$ cat config.mk
export PLATFORM = sky130hd
export DESIGN_NAME = udp_rx_ch_packer
export DESIGN_NICKNAME = d
export VERILOG_FILES = /design/src/rtl/udp_rx_ch_packer.sv
export SDC_FILE = /design/constraint.sdc
export NUM_CORES = 1
export LEC_CHECK = 0
export CAP_MARGIN = 20
export CORE_MARGIN = 2
export CORE_UTILIZATION = 35
export DETAILED_ROUTE_END_ITERATION = 16
export GPL_TIMING_DRIVEN = 0
export MAX_ROUTING_LAYER = met4
export PLACE_DENSITY_LB_ADDON = 0.1
export SLEW_MARGIN = 20
export SYNTH_ARGS = -nofsm -noshare
export SYNTH_HDL_FRONTEND = slang
export SYNTH_SLANG_ARGS = --single-unit
$ cat constraint.sdc
create_clock -name gmii_rx_clk -period 4.78 [get_ports gmii_rx_clk]
set_input_delay 0.956 -clock gmii_rx_clk [delete_from_list [all_inputs] [get_ports gmii_rx_clk]]
set_output_delay 0.956 -clock gmii_rx_clk [all_outputs]
set_load 0.02 [all_outputs]
$ cat src/rtl/udp_rx_ch_packer.sv
// Channelised UDP RX payload packer: first payload byte picks the channel, the rest is packed
// big-endian into DATA_W words with keep/last. Optional counters behind UDP_RX_CH_STATS_EN.
module udp_rx_ch_packer #(
  parameter int DATA_W = 32,
  parameter int NUM_CH = 4
) (
  input  logic                  gmii_rx_clk,
  input  logic                  rst_n,
  input  logic                  rec_en,
  input  logic [7:0]            rec_data,
  input  logic                  rec_pkt_done,
  output logic [NUM_CH-1:0]     out_valid,
  output logic [DATA_W-1:0]     out_data,
  output logic [DATA_W/8-1:0]   out_keep,
  output logic                  out_last,
  output logic                  err_bad_ch
`ifdef UDP_RX_CH_STATS_EN
  ,
  output logic [31:0]           stat_pkt_cnt,
  output logic [15:0]           stat_drop_cnt,
  output logic [31:0]           stat_byte_cnt
`endif
);

  localparam int LANES = DATA_W / 8;
  localparam int CNT_W = (LANES > 1) ? $clog2(LANES) : 1;
  localparam logic [CNT_W-1:0] CNT_MAX  = CNT_W'(LANES - 1);
  localparam logic [LANES-1:0] KEEP_ALL = '1;

  typedef enum logic [1:0] {IDLE, PAYLOAD, FLUSH, DROP} state_t;

  state_t            state, state_n;
  logic [7:0]        ch_id, ch_id_n;
  logic [CNT_W-1:0]  cnt, cnt_n;
  logic [DATA_W-1:0] part, part_n;
  logic [DATA_W-1:0] hold, hold_n;
  logic              hold_vld, hold_vld_n;
  logic [LANES-1:0]  flush_keep, flush_keep_n;

  logic [NUM_CH-1:0] valid_n;
  logic [DATA_W-1:0] data_n;
  logic [LANES-1:0]  keep_n;
  logic              last_n;
  logic              err_n;
  logic              emit;

  logic [DATA_W-1:0] acc_part;
  logic [CNT_W-1:0]  acc_cnt;
  logic              word_done;
  logic [CNT_W-1:0]  tail_cnt;
  logic [DATA_W-1:0] tail_part;
  logic              sec_vld;
  logic [DATA_W-1:0] sec_dat;
  logic [LANES-1:0]  sec_keep;

  function automatic logic [LANES-1:0] keep_top(input logic [CNT_W-1:0] n);
    return ~(KEEP_ALL >> n);
  endfunction

  always_comb begin
    state_n      = state;
    ch_id_n      = ch_id;
    cnt_n        = cnt;
    part_n       = part;
    hold_n       = hold;
    hold_vld_n   = hold_vld;
    flush_keep_n = flush_keep;
    emit         = 1'b0;
    data_n       = '0;
    keep_n       = '0;
    last_n       = 1'b0;
    err_n        = 1'b0;
    valid_n      = '0;

    // Candidate state after accepting this cycle's byte into the partial word.
    acc_part = part;
    acc_part[(LANES - 1 - int'(cnt)) * 8 +: 8] = rec_data;
    word_done = rec_en && (cnt == CNT_MAX);
    acc_cnt   = word_done ? '0 : cnt + CNT_W'(1);
    tail_cnt  = rec_en ? acc_cnt : cnt;
    tail_part = rec_en ? (word_done ? '0 : acc_part) : part;
    sec_vld   = word_done || (tail_cnt != '0);
    sec_dat   = word_done ? acc_part : tail_part;
    sec_keep  = word_done ? KEEP_ALL : keep_top(tail_cnt);

    case (state)
      IDLE: begin
        cnt_n      = '0;
        part_n     = '0;
        hold_vld_n = 1'b0;
        if (rec_en) begin
          ch_id_n = rec_data;
          if (!rec_pkt_done) begin
            state_n = ({1'b0, rec_data} < 9'(NUM_CH)) ? PAYLOAD : DROP;
          end
        end else if (rec_pkt_done) begin
          err_n = 1'b1;
        end
      end

      PAYLOAD: begin
        if (!rec_pkt_done) begin
          if (rec_en) begin
            if (hold_vld) begin
              emit   = 1'b1;
              data_n = hold;
              keep_n = KEEP_ALL;
            end
            if (word_done) begin
              hold_n     = acc_part;
              hold_vld_n = 1'b1;
              part_n     = '0;
              cnt_n      = '0;
            end else begin
              hold_vld_n = 1'b0;
              part_n     = acc_part;
              cnt_n      = acc_cnt;
            end
          end
        end else begin
          cnt_n      = '0;
          part_n     = '0;
          hold_vld_n = 1'b0;
          state_n    = IDLE;
          if (hold_vld) begin
            emit   = 1'b1;
            data_n = hold;
            keep_n = KEEP_ALL;
            last_n = !sec_vld;
            // Only one beat per cycle: the tail waits one cycle in the hold register.
            if (sec_vld) begin
              hold_n       = sec_dat;
              flush_keep_n = sec_keep;
              state_n      = FLUSH;
            end
          end else if (sec_vld) begin
            emit   = 1'b1;
            data_n = sec_dat;
            keep_n = sec_keep;
            last_n = 1'b1;
          end
        end
      end

      FLUSH: begin
        emit    = 1'b1;
        data_n  = hold;
        keep_n  = flush_keep;
        last_n  = 1'b1;
        state_n = IDLE;
      end

      DROP: begin
        if (rec_pkt_done) begin
          err_n   = 1'b1;
          state_n = IDLE;
        end
      end

      default: state_n = IDLE;
    endcase

    for (int i = 0; i < NUM_CH; i++) begin
      valid_n[i] = emit && (ch_id == 8'(i));
    end
  end

  always_ff @(posedge gmii_rx_clk or negedge rst_n) begin
    if (!rst_n) begin
      state      <= IDLE;
      ch_id      <= '0;
      cnt        <= '0;
      part       <= '0;
      hold       <= '0;
      hold_vld   <= 1'b0;
      flush_keep <= '0;
      out_valid  <= '0;
      out_data   <= '0;
      out_keep   <= '0;
      out_last   <= 1'b0;
      err_bad_ch <= 1'b0;
    end else begin
      state      <= state_n;
      ch_id      <= ch_id_n;
      cnt        <= cnt_n;
      part       <= part_n;
      hold       <= hold_n;
      hold_vld   <= hold_vld_n;
      flush_keep <= flush_keep_n;
      out_valid  <= valid_n;
      out_data   <= data_n;
      out_keep   <= keep_n;
      out_last   <= last_n;
      err_bad_ch <= err_n;
    end
  end

`ifdef UDP_RX_CH_STATS_EN
  always_ff @(posedge gmii_rx_clk or negedge rst_n) begin
    if (!rst_n) begin
      stat_pkt_cnt  <= '0;
      stat_drop_cnt <= '0;
      stat_byte_cnt <= '0;
    end else begin
      if (|out_valid && out_last) begin
        stat_pkt_cnt <= stat_pkt_cnt + 32'd1;
      end
      if (|out_valid) begin
        stat_byte_cnt <= stat_byte_cnt + 32'($countones(out_keep));
      end
      if (err_bad_ch && (stat_drop_cnt != 16'hFFFF)) begin
        stat_drop_cnt <= stat_drop_cnt + 16'd1;
      end
    end
  end
`endif

endmodule

== Word level (Yosys, flattened, before mapping) ==
Index checks and enable logic that the tools add are counted.
W data, S select, Z words.

* Shift operators: 3
* $add $sub $neg: 3
* Multiplexer cells: 55
* Equality and inequality tests: 14
* Reductions and logical operators: 18
* Magnitude comparators: 1
* Bitwise gates (word level): 1

{| class="wikitable"
|+ Operators with widths
! operator !! count
|-
| $mux W32 || 15
|-
| $pmux W32 S2 || 2
|-
| $neg A6 Y33 || 1
|-
| $shift A8 B33 Y32 const A || 1
|-
| $shiftx A8 B33 Y32 || 1
|-
| $bwmux W32 || 1
|-
| $mux W2 || 12
|-
| $mux W4 || 6
|-
| $eq A8 B2 Y1 const B || 2
|-
| $mux W1 || 12
|-
| $eq A8 B1 Y1 const B || 1
|-
| $logic_not A8 Y1 || 1
|-
| $lt A8 B3 Y1 const B || 1
|-
| $ne A2 B2 Y1 const B || 4
|-
| $pmux W1 S2 || 4
|-
| $pmux W2 S4 || 1
|-
| $pmux W4 S2 || 1
|-
| $reduce_and A4 Y1 || 2
|-
| $reduce_bool A2 Y1 || 4
|-
| $eq A2 B2 Y1 const B || 3
|-
| $logic_and A1 B1 Y1 || 5
|-
| $reduce_and A5 Y1 || 1
|-
| $ne A2 B1 Y1 const B || 2
|-
| $not A4 Y4 || 1
|-
| 10 further kinds || 11
|}

* Flip-flop bits (word level): 123
* Input bits: 12

== Longest topological paths before layout ==
* Word-level depth: 11
* Mapped depth: 11
* Mapped depth without buffers: 10

== Worst setup path after synthesis ==
No wires, ideal clock.

* Kind: in2reg
* Start point: input port rec_en
* End point: register out_valid[1]
* Data arrival time: 2283 ps
* Buffers on the path: 1
* Stages: 9
* Slack: 2363 ps
* Cells stage by stage: buf_6 -> or3_4 -> and2_1 -> inv_1 -> ha_1 -> nand2b_1 -> a21oi_1 -> o21ai_0 -> nor3b_1

* Word-level cells in the longest chain between the ends: 10

{| class="wikitable"
|+ Ends and longest elaborated chain
! what !! line !! source
|-
| start, declared || 9 || <nowiki>input logic rec_en,</nowiki>
|-
| $logic_and A1 B1 Y1 || 78 || <nowiki>word_done = rec_en && (cnt == CNT_MAX);</nowiki>
|-
| $mux W2 || 79 || <nowiki>acc_cnt = word_done ? '0 : cnt + CNT_W'(1);</nowiki>
|-
| $mux W2 || 80 || <nowiki>tail_cnt = rec_en ? acc_cnt : cnt;</nowiki>
|-
| $reduce_bool A2 Y1 || 82 || <nowiki>sec_vld = word_done || (tail_cnt != '0);</nowiki>
|-
| $logic_or A1 B1 Y1 || 82 ||
|-
| $mux W1 || 136 || <nowiki>end else if (sec_vld) begin</nowiki>
|-
| $mux W1 || 125 || <nowiki>if (hold_vld) begin</nowiki>
|-
| $mux W1 (*) || 102 || <nowiki>if (!rec_pkt_done) begin</nowiki>
|-
| $pmux W1 S2 (*) || 86 || <nowiki>case (state)</nowiki>
|-
| $logic_and A1 B1 Y1 (*) || 164 || <nowiki>valid_n[i] = emit && (ch_id == 8'(i));</nowiki>
|-
| via valid_n[1] || 40 || <nowiki>logic [NUM_CH-1:0] valid_n;</nowiki>
|-
| end signal, assigned || 190 || <nowiki>out_valid <= valid_n;</nowiki>
|-
| end, declared || 12 || <nowiki>output logic [NUM_CH-1:0] out_valid,</nowiki>
|}

Mark *: on every way through the listed nets, which the timed path passes. The rest lies on a longest branch.
A chain may end at the register's enable or synchronous reset.

== Worst setup path in the final report ==
* Start point: register cnt[0]
* End point: register out_valid[1]

* Word-level cells in the longest chain between the ends: 11

{| class="wikitable"
|+ Ends and longest elaborated chain
! what !! line !! source
|-
| start, declared || 34 || <nowiki>logic [CNT_W-1:0] cnt, cnt_n;</nowiki>
|-
| start signal, assigned || 185 || <nowiki>cnt <= cnt_n;</nowiki>
|-
| branches (longest 5 deep; another with $add A2 B1 Y2) || n/a ||
|-
| $logic_or A1 B1 Y1 (*) || 82 ||
|-
| $mux W1 (*) || 136 ||
|-
| $mux W1 (*) || 125 ||
|-
| $mux W1 (*) || 102 ||
|-
| $pmux W1 S2 (*) || 86 ||
|-
| $logic_and A1 B1 Y1 (*) || 164 ||
|-
| via valid_n[1] || 40 ||
|}

Mark *: on every way through the listed nets, which the timed path passes.

==> out/results.txt <==
Crit-path slowest cell - ha_1
Peak VDD IR - 0.0002776 V
Hold buffer count at cts - 0
Post-route setup slack - 2.048 ns
Max_cap viols - 0
Vias per cell - 5.277
Synth-to-Final Area Change - 22.81%
Die W - 135.8 µm
CTS clk-pin slew, worst paths - 0.06 ns
Port bufs - 53
# diodes - 0
Critical path's largest stage delay - 0.45 ns
Yosys cell types - 51
Status - finished, final reports clean
Yosys reg bits - 123
CP Data Required Time - 5.10 ns
Critical Path Sink Type - flip-flop
Mapped Area - 6078 µm²
Place WS - 1.635 ns
Number of buffers created by CTS - 17
RSZ-0062 raised after global routing - false
CP Buf/Inv Count - 3
Clock network power share - 0.308
CTS tree - yes
Vias in the first global route - 4594
Post-Syn Area per Cell - 10.78 µm²
Main synth FF type - dfrtp_1
Cell count after synthesis - 564
Pwr per Cell Area - 509.9 nW/µm²
Max Slew Vio Count - 0
Dominant cells by area after synthesis - dfrtp_1 51%, a21oi_1 5.1%, mux2i_1 4.1%
Clock Path Buffers - 2
Critical path startpoint category - flip-flop
CP cell instances - buf_6, inv_1, ha_1, nand4bb_1, and2_1, inv_1, ha_1, nand2b_1, a21oi_1, o21ai_0, nor3b_1
Die area - 18440 µm²
Layout cells sized above 1 - 0.1325
LEAKAGE - 3.290 nW
# Post-CTS Setup Buffers - 0
Worst slew margin - 0.5036
Site Rows - 48
Comb power frac - 0.352
Total global-route track usage - 0.1906
Top cell type's share of synthesized area - 0.5064
Reg-to-reg slack, setup - 2.05 ns
Routed Antenna Nets - 0
# IOs - 54
Synth top cells by count - 123 x dfrtp_1, 62 x a21oi_1, 36 x nand2_1
Final wirelength - 16200 µm
Crit path DAT - 3.06 ns
Synth area leader - dfrtp_1
Hold Vio Cnt, Final - 0
Worst Tran Pin Value - 0.7446 ns
Non-Filler Instances - 874
First-pass GRT wire length - 25690 µm
Number of synthesized flops with an enable pin - 0
Sequential cell area fraction in the yosys report - 0.5064
Sw power - 1.360 mW
Asr flop ratio synth - 1.000
Worst-Skew Late Latency - 0.42 ns
Core box area - 17120 µm²
FMAX - 366.0 MHz
RePlAce Congestion - 0.8364
Initial Util - 0.3551
Clock Sinks - 123
Tcrit/Tclk final - 0.5715
Worst min path class - input port to asynchronous set/reset pin
Fillers - 1654
Total grt overflow - 0
Cell Int Power - 2.447 mW
DR iter-0 viols - 309
Placed cells - 843
Worst Path Max Fanout - 10
Nets - 660
Initial antenna violation count - 0
Setup CP Type - flip-flop to flip-flop
Synthesized netlist net count - 587
Die Y - 135.8 µm
Overall Power - 3.807 mW
Fin Clk Skew - 0.01128 ns
Cell family with most CP delay - simple AND/OR/NAND/NOR gates
Sw Share - 0.3572
Crit path time final - 2.732 ns
1st-pass router iterations - 5
Post-cts sizing count - 0
Post-DR wirelength/cell - 18.53 µm
DRC - 0
CTS H-tree lvls - 4
# setup viols final - 0
CTS root buffer - clkbuf_16
Ys Warns - 0
Via count - 4612
Largest net degree at the start of global routing - 77
DPL Wire Length - 11030 µm
Reg power frac - 0.340
Most common cell in the netlist - dfrtp_1
[layer usage]
layer	global-route usage	wire (µm)	share of wire
met5	-	0	0
met4	0.07002	352	0.022
met3	0.03666	579	0.036
met2	0.2865	7387	0.46
met1	0.2568	7876	0.49
[cell type report]
cell class	instances	area, µm²	share of cell area
multi-input combinational	364	2661	0.3565
sequential	123	3078	0.4123
tap	225	281.5	0.03771
inverter	33	123.9	0.01659
timing repair buffer	54	563.0	0.07543
clock buffer	24	501.7	0.06721
buffer	44	215.2	0.02883
clock inverter	7	40.04	0.005364
[worst reg2reg max path, stage by stage (launching register included)]
cell and delay (ns):
dfrtp_1 0.42, buf_6 0.17, inv_1 0.09, ha_1 0.45, nand4bb_1 0.26, and2_1 0.26, inv_1 0.06, ha_1 0.17
nand2b_1 0.14, a21oi_1 0.21, o21ai_0 0.16, nor3b_1 0.23
[cell usage in the layout, fill, tap and decap left out, types with 3 or more instances in the layout]
| cell | synthesis | final |
|---|---|---|
| o21ai_2 | 4 | 4 |
| a21oi_1 | 62 | 62 |
| clkinv_2 | 0 | 5 |
| and3_1 | 25 | 25 |
| nor3b_1 | 3 | 3 |
| mux2i_1 | 25 | 25 |
| clkbuf_1 | 25 | 27 |
| dfrtp_1 | 123 | 123 |
| nor2b_1 | 10 | 10 |
| clkbuf_8 | 0 | 5 |
| nand3_1 | 11 | 11 |
| buf_6 | 3 | 3 |
| nand4_1 | 8 | 8 |
| o2bb2ai_1 | 24 | 24 |
| nand2_1 | 36 | 36 |
| clkbuf_16 | 0 | 17 |
| and2_0 | 3 | 3 |
| nor2_1 | 10 | 10 |
| a21o_1 | 10 | 10 |
| a32o_1 | 17 | 17 |
| a22o_1 | 7 | 7 |
| mux2_4 | 7 | 7 |
| buf_2 | 9 | 9 |
| a21bo_2 | 8 | 8 |
| ha_1 | 11 | 11 |
| nand2b_1 | 6 | 6 |
| o22ai_1 | 3 | 3 |
| and2_1 | 5 | 5 |
| buf_4 | 4 | 4 |
| a31oi_1 | 3 | 3 |
| inv_1 | 33 | 33 |
| and4_1 | 23 | 23 |
| clkdlybuf4s50_1 | 0 | 52 |
| mux2_2 | 13 | 13 |
| o21ai_0 | 8 | 8 |
[path summary, 6_finish.rpt]
kind / end / cells past startpoint / from
max: out_valid[1] / 11 / cnt[0]
min: hold[28] / 1 / rst_n
max reg2reg: out_valid[1] / 11 / cnt[0]
min reg2reg: flush_keep[3] / 1 / flush_keep[3]
max in group asynchronous: hold[1] / 2 / rst_n
min in group gmii_rx_clk: flush_keep[3] / 1 / flush_keep[3]
[flip-flops by register name (all words and copies together) (netlist names)]
register	flops
ch_id	8
cnt	2
err_bad_ch	1
flush_keep	4
hold	32
hold_vld	1
out_data	32
out_keep	4
out_last	1
out_valid	4
part	32
state	2
[kinds of logic after synthesis]
logic type | count (synthesis) | share of synthesized area
buffers and inverters | 77 | 0.05578
and+or+nand+nor | 156 | 0.1562
adders and majority gates | 11 | 0.02264
DFF | 123 | 0.5064
muxes | 45 | 0.08254
AOI/OAI and AO/OA | 152 | 0.1764
[stage by stage]
| step | utilization | hold slack [ns] | cell area, µm² | setup TNS [ns] |
|---|---|---|---|---|
| 4_1_cts | 0.4361 | 0.4405 | 7465 | 0 |
| 6_report | 0.4361 | 0.4326 | 7465 | 0 |
| 2_1_floorplan | - | 0.4350 | 6078 | 0 |
| 3_5_place_dp | 0.4045 | 0.4524 | 6923 | 0 |
| 5_1_grt | 0.4361 | 0.4488 | 7465 | 0 |
| 3_3_place_gp | 0.4026 | 0.4507 | 6890 | -269.08 |
[power by group through the flow]
stage	clock, mW	sequential, mW	combinational (mW)
after floorplan	0	1.43	0.696
after global placement	0	1.31	1.32
after detailed placement	0	1.32	1.34
after CTS	1.20	1.30	1.34
after global routing	1.25	1.32	1.45
final	1.17	1.30	1.34
Power figures use the tool's default switching activity.
